==> src/rtl/beta_fetch_unit.sv <==
// Instruction fetch unit: one outstanding imem request and a single-entry output buffer.
// Optional macro BETA_FETCH_MISALIGN_CHECK_EN halts on misaligned redirect targets.
module beta_fetch_unit #(
  parameter int unsigned              DataWidth = 32,
  parameter logic [DataWidth-1:0]     BootAddr  = 32'h0000_0000
) (
  input  logic                 clk_i,
  input  logic                 rst_i,
  output logic                 imem_req_o,
  output logic [DataWidth-1:0] imem_addr_o,
  input  logic                 imem_gnt_i,
  input  logic                 imem_rvalid_i,
  input  logic [DataWidth-1:0] imem_rdata_i,
  input  logic                 redirect_i,
  input  logic [DataWidth-1:0] redirect_pc_i,
  input  logic                 pip_stall_i,
  output logic [DataWidth-1:0] pip_instr_o,
  output logic                 pip_new_instr_o,
  output logic [DataWidth-1:0] pip_next_pc_o,
  output logic                 fetch_misalign_o
);

  localparam logic [1:0] S_FETCH = 2'd0;
  localparam logic [1:0] S_WAIT  = 2'd1;
  localparam logic [1:0] S_DROP  = 2'd2;
`ifdef BETA_FETCH_MISALIGN_CHECK_EN
  localparam logic [1:0] S_HALT  = 2'd3;
`endif

  localparam logic [DataWidth-1:0] AlignMask = ~(DataWidth'(3));
  localparam logic [DataWidth-1:0] PcStep    = DataWidth'(4);

  logic [1:0]           state_q, state_d;
  logic [DataWidth-1:0] pc_q, pc_d;
  logic                 valid_q, valid_d;
  logic [DataWidth-1:0] instr_q, instr_d;
  logic [DataWidth-1:0] next_pc_q, next_pc_d;
  logic [DataWidth-1:0] pc_inc_s;
  logic [DataWidth-1:0] redir_pc_s;
  logic                 req_s;
`ifdef BETA_FETCH_MISALIGN_CHECK_EN
  logic                 halt_pend_q, halt_pend_d;
  logic                 redir_bad_s;
`endif

  always_comb begin
    pc_inc_s  = pc_q + PcStep;
    req_s     = 1'b0;
    state_d   = state_q;
    pc_d      = pc_q;
    valid_d   = valid_q;
    instr_d   = instr_q;
    next_pc_d = next_pc_q;
`ifdef BETA_FETCH_MISALIGN_CHECK_EN
    halt_pend_d = halt_pend_q;
    redir_bad_s = (redirect_pc_i[1:0] != 2'b00);
    redir_pc_s  = redirect_pc_i;
`else
    redir_pc_s  = redirect_pc_i & AlignMask;
`endif

    // A new request may only go out when the buffer is free or drains this cycle.
    if (!rst_i && (state_q == S_FETCH)) begin
      req_s = ~valid_q | ~pip_stall_i;
    end else begin
      req_s = 1'b0;
    end

    if (valid_q && !pip_stall_i) begin
      valid_d = 1'b0;
    end else begin
      valid_d = valid_q;
    end

    case (state_q)
      S_FETCH: begin
        if (req_s && imem_gnt_i) begin
          state_d = S_WAIT;
        end else begin
          state_d = S_FETCH;
        end
      end
      S_WAIT: begin
        if (imem_rvalid_i) begin
          instr_d   = imem_rdata_i;
          next_pc_d = pc_inc_s;
          pc_d      = pc_inc_s;
          valid_d   = 1'b1;
          state_d   = S_FETCH;
        end else begin
          state_d   = S_WAIT;
        end
      end
      S_DROP: begin
        if (imem_rvalid_i) begin
`ifdef BETA_FETCH_MISALIGN_CHECK_EN
          state_d = halt_pend_q ? S_HALT : S_FETCH;
`else
          state_d = S_FETCH;
`endif
        end else begin
          state_d = S_DROP;
        end
      end
`ifdef BETA_FETCH_MISALIGN_CHECK_EN
      S_HALT: begin
        valid_d = 1'b0;
        state_d = S_HALT;
      end
`endif
      default: begin
        state_d = S_FETCH;
      end
    endcase

    // Redirect overrides everything; a granted or pending response must still be drained.
    if (redirect_i) begin
      pc_d    = redir_pc_s;
      valid_d = 1'b0;
      case (state_q)
        S_FETCH: state_d = (req_s && imem_gnt_i) ? S_DROP : S_FETCH;
        S_WAIT:  state_d = imem_rvalid_i ? S_FETCH : S_DROP;
        S_DROP:  state_d = imem_rvalid_i ? S_FETCH : S_DROP;
        default: state_d = S_FETCH;
      endcase
`ifdef BETA_FETCH_MISALIGN_CHECK_EN
      if (state_d == S_DROP) begin
        halt_pend_d = redir_bad_s;
      end else if (redir_bad_s) begin
        state_d = S_HALT;
      end else begin
        state_d = S_FETCH;
      end
`endif
    end else begin
      pc_d = pc_d;
    end

`ifdef BETA_FETCH_MISALIGN_CHECK_EN
    if (state_d != S_DROP) begin
      halt_pend_d = 1'b0;
    end else begin
      halt_pend_d = halt_pend_d;
    end
`endif
  end

  always_ff @(posedge clk_i or posedge rst_i) begin
    if (rst_i) begin
      state_q   <= S_FETCH;
      pc_q      <= BootAddr;
      valid_q   <= 1'b0;
      instr_q   <= '0;
      next_pc_q <= '0;
    end else begin
      state_q   <= state_d;
      pc_q      <= pc_d;
      valid_q   <= valid_d;
      instr_q   <= instr_d;
      next_pc_q <= next_pc_d;
    end
  end

`ifdef BETA_FETCH_MISALIGN_CHECK_EN
  always_ff @(posedge clk_i or posedge rst_i) begin
    if (rst_i) begin
      halt_pend_q <= 1'b0;
    end else begin
      halt_pend_q <= halt_pend_d;
    end
  end

  assign fetch_misalign_o = (state_q == S_HALT);
`else
  assign fetch_misalign_o = 1'b0;
`endif

  assign imem_req_o      = req_s;
  assign imem_addr_o     = pc_q;
  assign pip_instr_o     = instr_q;
  assign pip_new_instr_o = valid_q;
  assign pip_next_pc_o   = next_pc_q;

endmodule

==> config.mk <==
export PLATFORM = sky130hd
export DESIGN_NAME = beta_fetch_unit
export DESIGN_NICKNAME = d
export VERILOG_FILES = /design/src/rtl/beta_fetch_unit.sv
export SDC_FILE = /design/constraint.sdc
export NUM_CORES = 1
export LEC_CHECK = 0
export ABC_AREA = 1
export BUFFER_PORTS_ARGS = -buffer_cell sky130_fd_sc_hd__buf_2
export CAP_MARGIN = 20
export CORE_UTILIZATION = 54
export DETAILED_ROUTE_END_ITERATION = 8
export HOLD_SLACK_MARGIN = 0.02
export PLACE_DENSITY = 0.86
export SKIP_LAST_GASP = 1
export SYNTH_ARGS = -nofsm -noshare
export SYNTH_HDL_FRONTEND = slang
export SYNTH_SLANG_ARGS = --single-unit
==> constraint.sdc <==
create_clock -name clk_i -period 5.65 [get_ports clk_i]
set_input_delay 1.13 -clock clk_i [delete_from_list [all_inputs] [get_ports clk_i]]
set_output_delay 1.13 -clock clk_i [all_outputs]
set_load 0.01 [all_outputs]
Word-level counts from Yosys, hierarchy flattened
Index checks and enable logic that the tools add are counted.

Add/sub/neg operators: 1. Equal/unequal tests: 2. Bitwise gates (word level): 3. Multiplexer cells: 15. Reduce and logical (&&, ||, !) cells: 11.

Operators with widths (number): $mux W32 (3); $add A32 B3 Y32 const B (1); $mux W1 (7); $mux W2 (3); $pmux W2 S3 (1); $pmux W2 S2 (1); $reduce_and A2 Y1 (2); $reduce_bool A2 Y1 (2); $logic_and A1 B1 Y1 (3); $eq A2 B1 Y1 const B (1); $eq A2 B2 Y1 const B (1); $logic_not A1 Y1 (2); $logic_not A2 Y1 (1); $not A1 Y1 (2); $reduce_or A2 Y1 (1); $or A1 B1 Y1 (1).

Logic and storage cells: 37. Output and inout port bits: 99. Register bits after elaboration: 99. Bits of input ports: 70.

Longest topological paths before layout
Depth in word-level cells: 7. Mapped depth: 9. Mapped depth without buffers: 9.

Worst setup path before layout
OpenSTA, ideal clock, no wires.

Kind: input to output. Start point: input pip_stall_i. End point: output imem_req_o. Arrival: 1419 ps. Stages on the path: 3. Path buffers: 0. Required time: 4520 ps. Slack: 3101 ps. Cells stage by stage: nand2_1 -> nand2_1 -> nor2_1.

Word-level cells in the longest chain between the ends: 3.

Ends and longest elaborated chain: from (decl) (RTL line 16) `input logic pip_stall_i,`; $not A1 Y1 (RTL line 64) `req_s = ~valid_q | ~pip_stall_i;`; $or A1 B1 Y1 (RTL line 64); $mux W1 (RTL line 63) `if (!rst_i && (state_q == S_FETCH)) begin`; to (decl) (RTL line 9) `output logic imem_req_o,`.

No other way between the ends.

Worst setup path after layout
Start point: input redirect_i. End point: register pc_q[13], in the netlist imem_addr_o[13].

Word-level cells in the longest chain between the ends: 2. Elaborated cells on any way between the ends: 4. Classes of those cells: 1 x mux; 3 x reduce/logical.

Ends and longest elaborated chain: from (decl) (RTL line 14) `input logic redirect_i,`; $reduce_bool A2 Y1 (no line); $reduce_and A2 Y1 (no line); to (signal assigned) (RTL line 151) `pc_q <= BootAddr;`; to (signal assigned) (RTL line 157) `pc_q <= pc_d;`; to (decl) (RTL line 34) `logic [DataWidth-1:0] pc_q, pc_d;`.

Parallel ways exist; a longest one is shown, timed or not. A chain may end at the register's enable or synchronous reset.

==> results.json <==
{
  "netlist.area_leader.share": 0.495,
  "grt_pass1_wl_um": 19300,
  "status": "completed",
  "cts_root_buffer": "clkbuf_8",
  "synth_cells": 634,
  "fmax_ghz": 0.320,
  "critPathRequiredTime_ps": 5870,
  "synth_area_um2": 4800,
  "core_um2": 8680,
  "max-cap-violations": 0,
  "p_total_uw": 1920,
  "critPathLaunchType": "primary input",
  "start_util": 0.553,
  "ctsResizeCount": 0,
  "arrival_ps": 3340,
  "antenna_cells": 0,
  "ir_worst_vdd_uv": 249,
  "yosys.cell_types.count": 29,
  "drt_iter0_markers": 230,
  "synthArstFlopShare": 1.00,
  "ctsLongestPathBuffers": 2,
  "critPathCaptureType": "flop",
  "rows": 34,
  "drv_slew": 0,
  "hold_viol_final": 0,
  "cts_setup_buffers": 0,
  "crit_type": "primary input to flop",
  "drt_wl_total_um": 12600,
  "pin_count": 169,
  "synth_area_per_cell_um2": 7.57,
  "skew_ps": 8.63,
  "cts_sinks": 95,
  "cts_tree": "done",
  "p_leak_uw": 0.00331,
  "min_period_ps": 3130,
  "place_inst": 883,
  "htreeDepth": 3,
  "yosysMostFrequentCell": "nand2_1",
  "hold_path_class": "flop to flop",
  "ant_nets": 0,
  "period_share": 0.553,
  "finalNonFillerCells": 899,
  "post_drt_wl_per_cell_um": 14.1,
  "crit_path_max_fanout": 49,
  "grt_pass1_vias": 4150,
  "cts_buffers": 9,
  "cts.clk_slew.worst_paths_ps": 90,
  "ys_ff_latch": 95,
  "ys_seq_area_frac": 0.495,
  "power_density_nw_per_um2": 329,
  "maxSlewHeadroom": 0.471,
  "setup_tns_ps": 0,
  "fillerInstances": 775,
  "rrSetupSlack_ps": 2810,
  "yosysWarnings": 0,
  "synth-edff-count": 0,
  "dpl.hpwl_um": 8990,
  "tightest_slew_ps": 792,
  "rsz0062_at_grt": "no",
  "grt_max_degree": 73,
  "dieHeight_um": 96.3,
  "fin_nets": 862,
  "yosys-top-cells-count": "nand2_1, dfrtp_1, inv_1",
  "dieArea_um2": 9270,
  "synth.area.top_cells": "dfrtp_1, nand2_1, nand3_1",
  "vias": 4643,
  "drive_gt1_frac": 0.254,
  "dr.pass1.iters": 5,
  "grt_antenna_before_repair": 0,
  "io_buffers": 161,
  "setup_viol": 0,
  "yosys_most_used_dff": "dfrtp_1",
  "synth_top_area_cell": "dfrtp_1",
  "grt_overflow": 0,
  "drcViolationCount": 0,
  "die_w_um": 96.3,
  "via_per_inst": 5.16,
  "place_congestion": 0.913,
  "syn_to_final_growth_pct": 21.7,
  "insertion_delay_ps": 350,
  "cts-hold-fix-buffers": 0,
  "grt_usage": 0.274
}
==> through the flow <==
stage | area [µm²] | hold WS (ps) | utilization | setup slack (ps)
detailed placement | 5650 | 460 | 0.651 | 2150
finish | 5840 | 483 | 0.673 | 2520
global route | 5840 | 495 | 0.673 | 2290
CTS | 5820 | 484 | 0.671 | 2520
floorplan | 4820 | 515 | - | 2040
global placement | 5650 | 458 | 0.651 | 2190
==> sequential cells by signal (all words and copies together) (netlist names) <==
signal	count
imem_addr_o	30
pip_instr_o	32
pip_new_instr_o	1
pip_next_pc_o	30
state_q	2
==> final timing paths <==
path	start	to	cells past startpoint
max in group asynchronous	rst_i	pip_instr_o[26]	3
min reg2reg	pip_next_pc_o[6]	pip_next_pc_o[6]	2
min in group asynchronous	rst_i	pip_new_instr_o	2
max	redirect_i	imem_addr_o[13]	8
max reg2reg	state_q[1]	imem_addr_o[13]	9
min	pip_next_pc_o[6]	pip_next_pc_o[6]	2
==> report_power, final <==
part	switching [µW]	total, µW	internal (µW)
clock network	238	408	170
registers	113	962	849
logic	322	550	228
total	674	1920	1250
==> cells by family after synthesis <==
logic type	after synthesis	share of synthesized area
simple gates	392	0.344
buf+inv	81	0.0704
other cells	1	0.000781
xor+xnor	2	0.00521
fa+ha+maj	5	0.0130
flops	95	0.495
compound gates	58	0.0714
==> worst max-delay path: stages <==
cell	delay [ps]
buf_2	80
buf_4	440
inv_2	290
nand2_1	670
inv_1	370
nand2_1	150
nand2_1	60
o21bai_1	150
==> layout by cell type (no fill, tap or decap), types with 5 or more instances in the layout <==
| master | netlist | final |
|---|---|---|
| inv_1 | 52 | 51 |
| buf_2 | 12 | 161 |
| nor2_2 | 5 | 5 |
| nand2_1 | 293 | 292 |
| o21bai_1 | 11 | 11 |
| nand3_1 | 39 | 39 |
| o21ai_0 | 29 | 29 |
| nand4_1 | 13 | 13 |
| nor2_1 | 29 | 29 |
| ha_1 | 5 | 5 |
| clkbuf_8 | 0 | 10 |
| a21oi_1 | 6 | 6 |
| conb_1 | 1 | 5 |
| dfrtp_1 | 95 | 95 |
| nor2_4 | 5 | 5 |
| o211ai_1 | 5 | 5 |
==> final cells by class <==
cell class,count,area (µm²),share of cell area
Multi-Input combinational cell,462,2100,0.360
Timing Repair Buffer,165,848,0.145
Inverter,54,204,0.0349
Clock buffer,10,138,0.0236
Tap cell,108,135,0.0231
Clock inverter,5,35.0,0.00600
Sequential cell,95,2380,0.407
==> routing by layer <==
| layer | track usage | wire, µm |
|---|---|---|
| met3 | 0.0545 | 860 |
| met1 | 0.345 | 5210 |
| met4 | 0.109 | 261 |
| met5 | 0 | 0 |
| met2 | 0.463 | 6310 |
(Power assumes the default switching activity.)
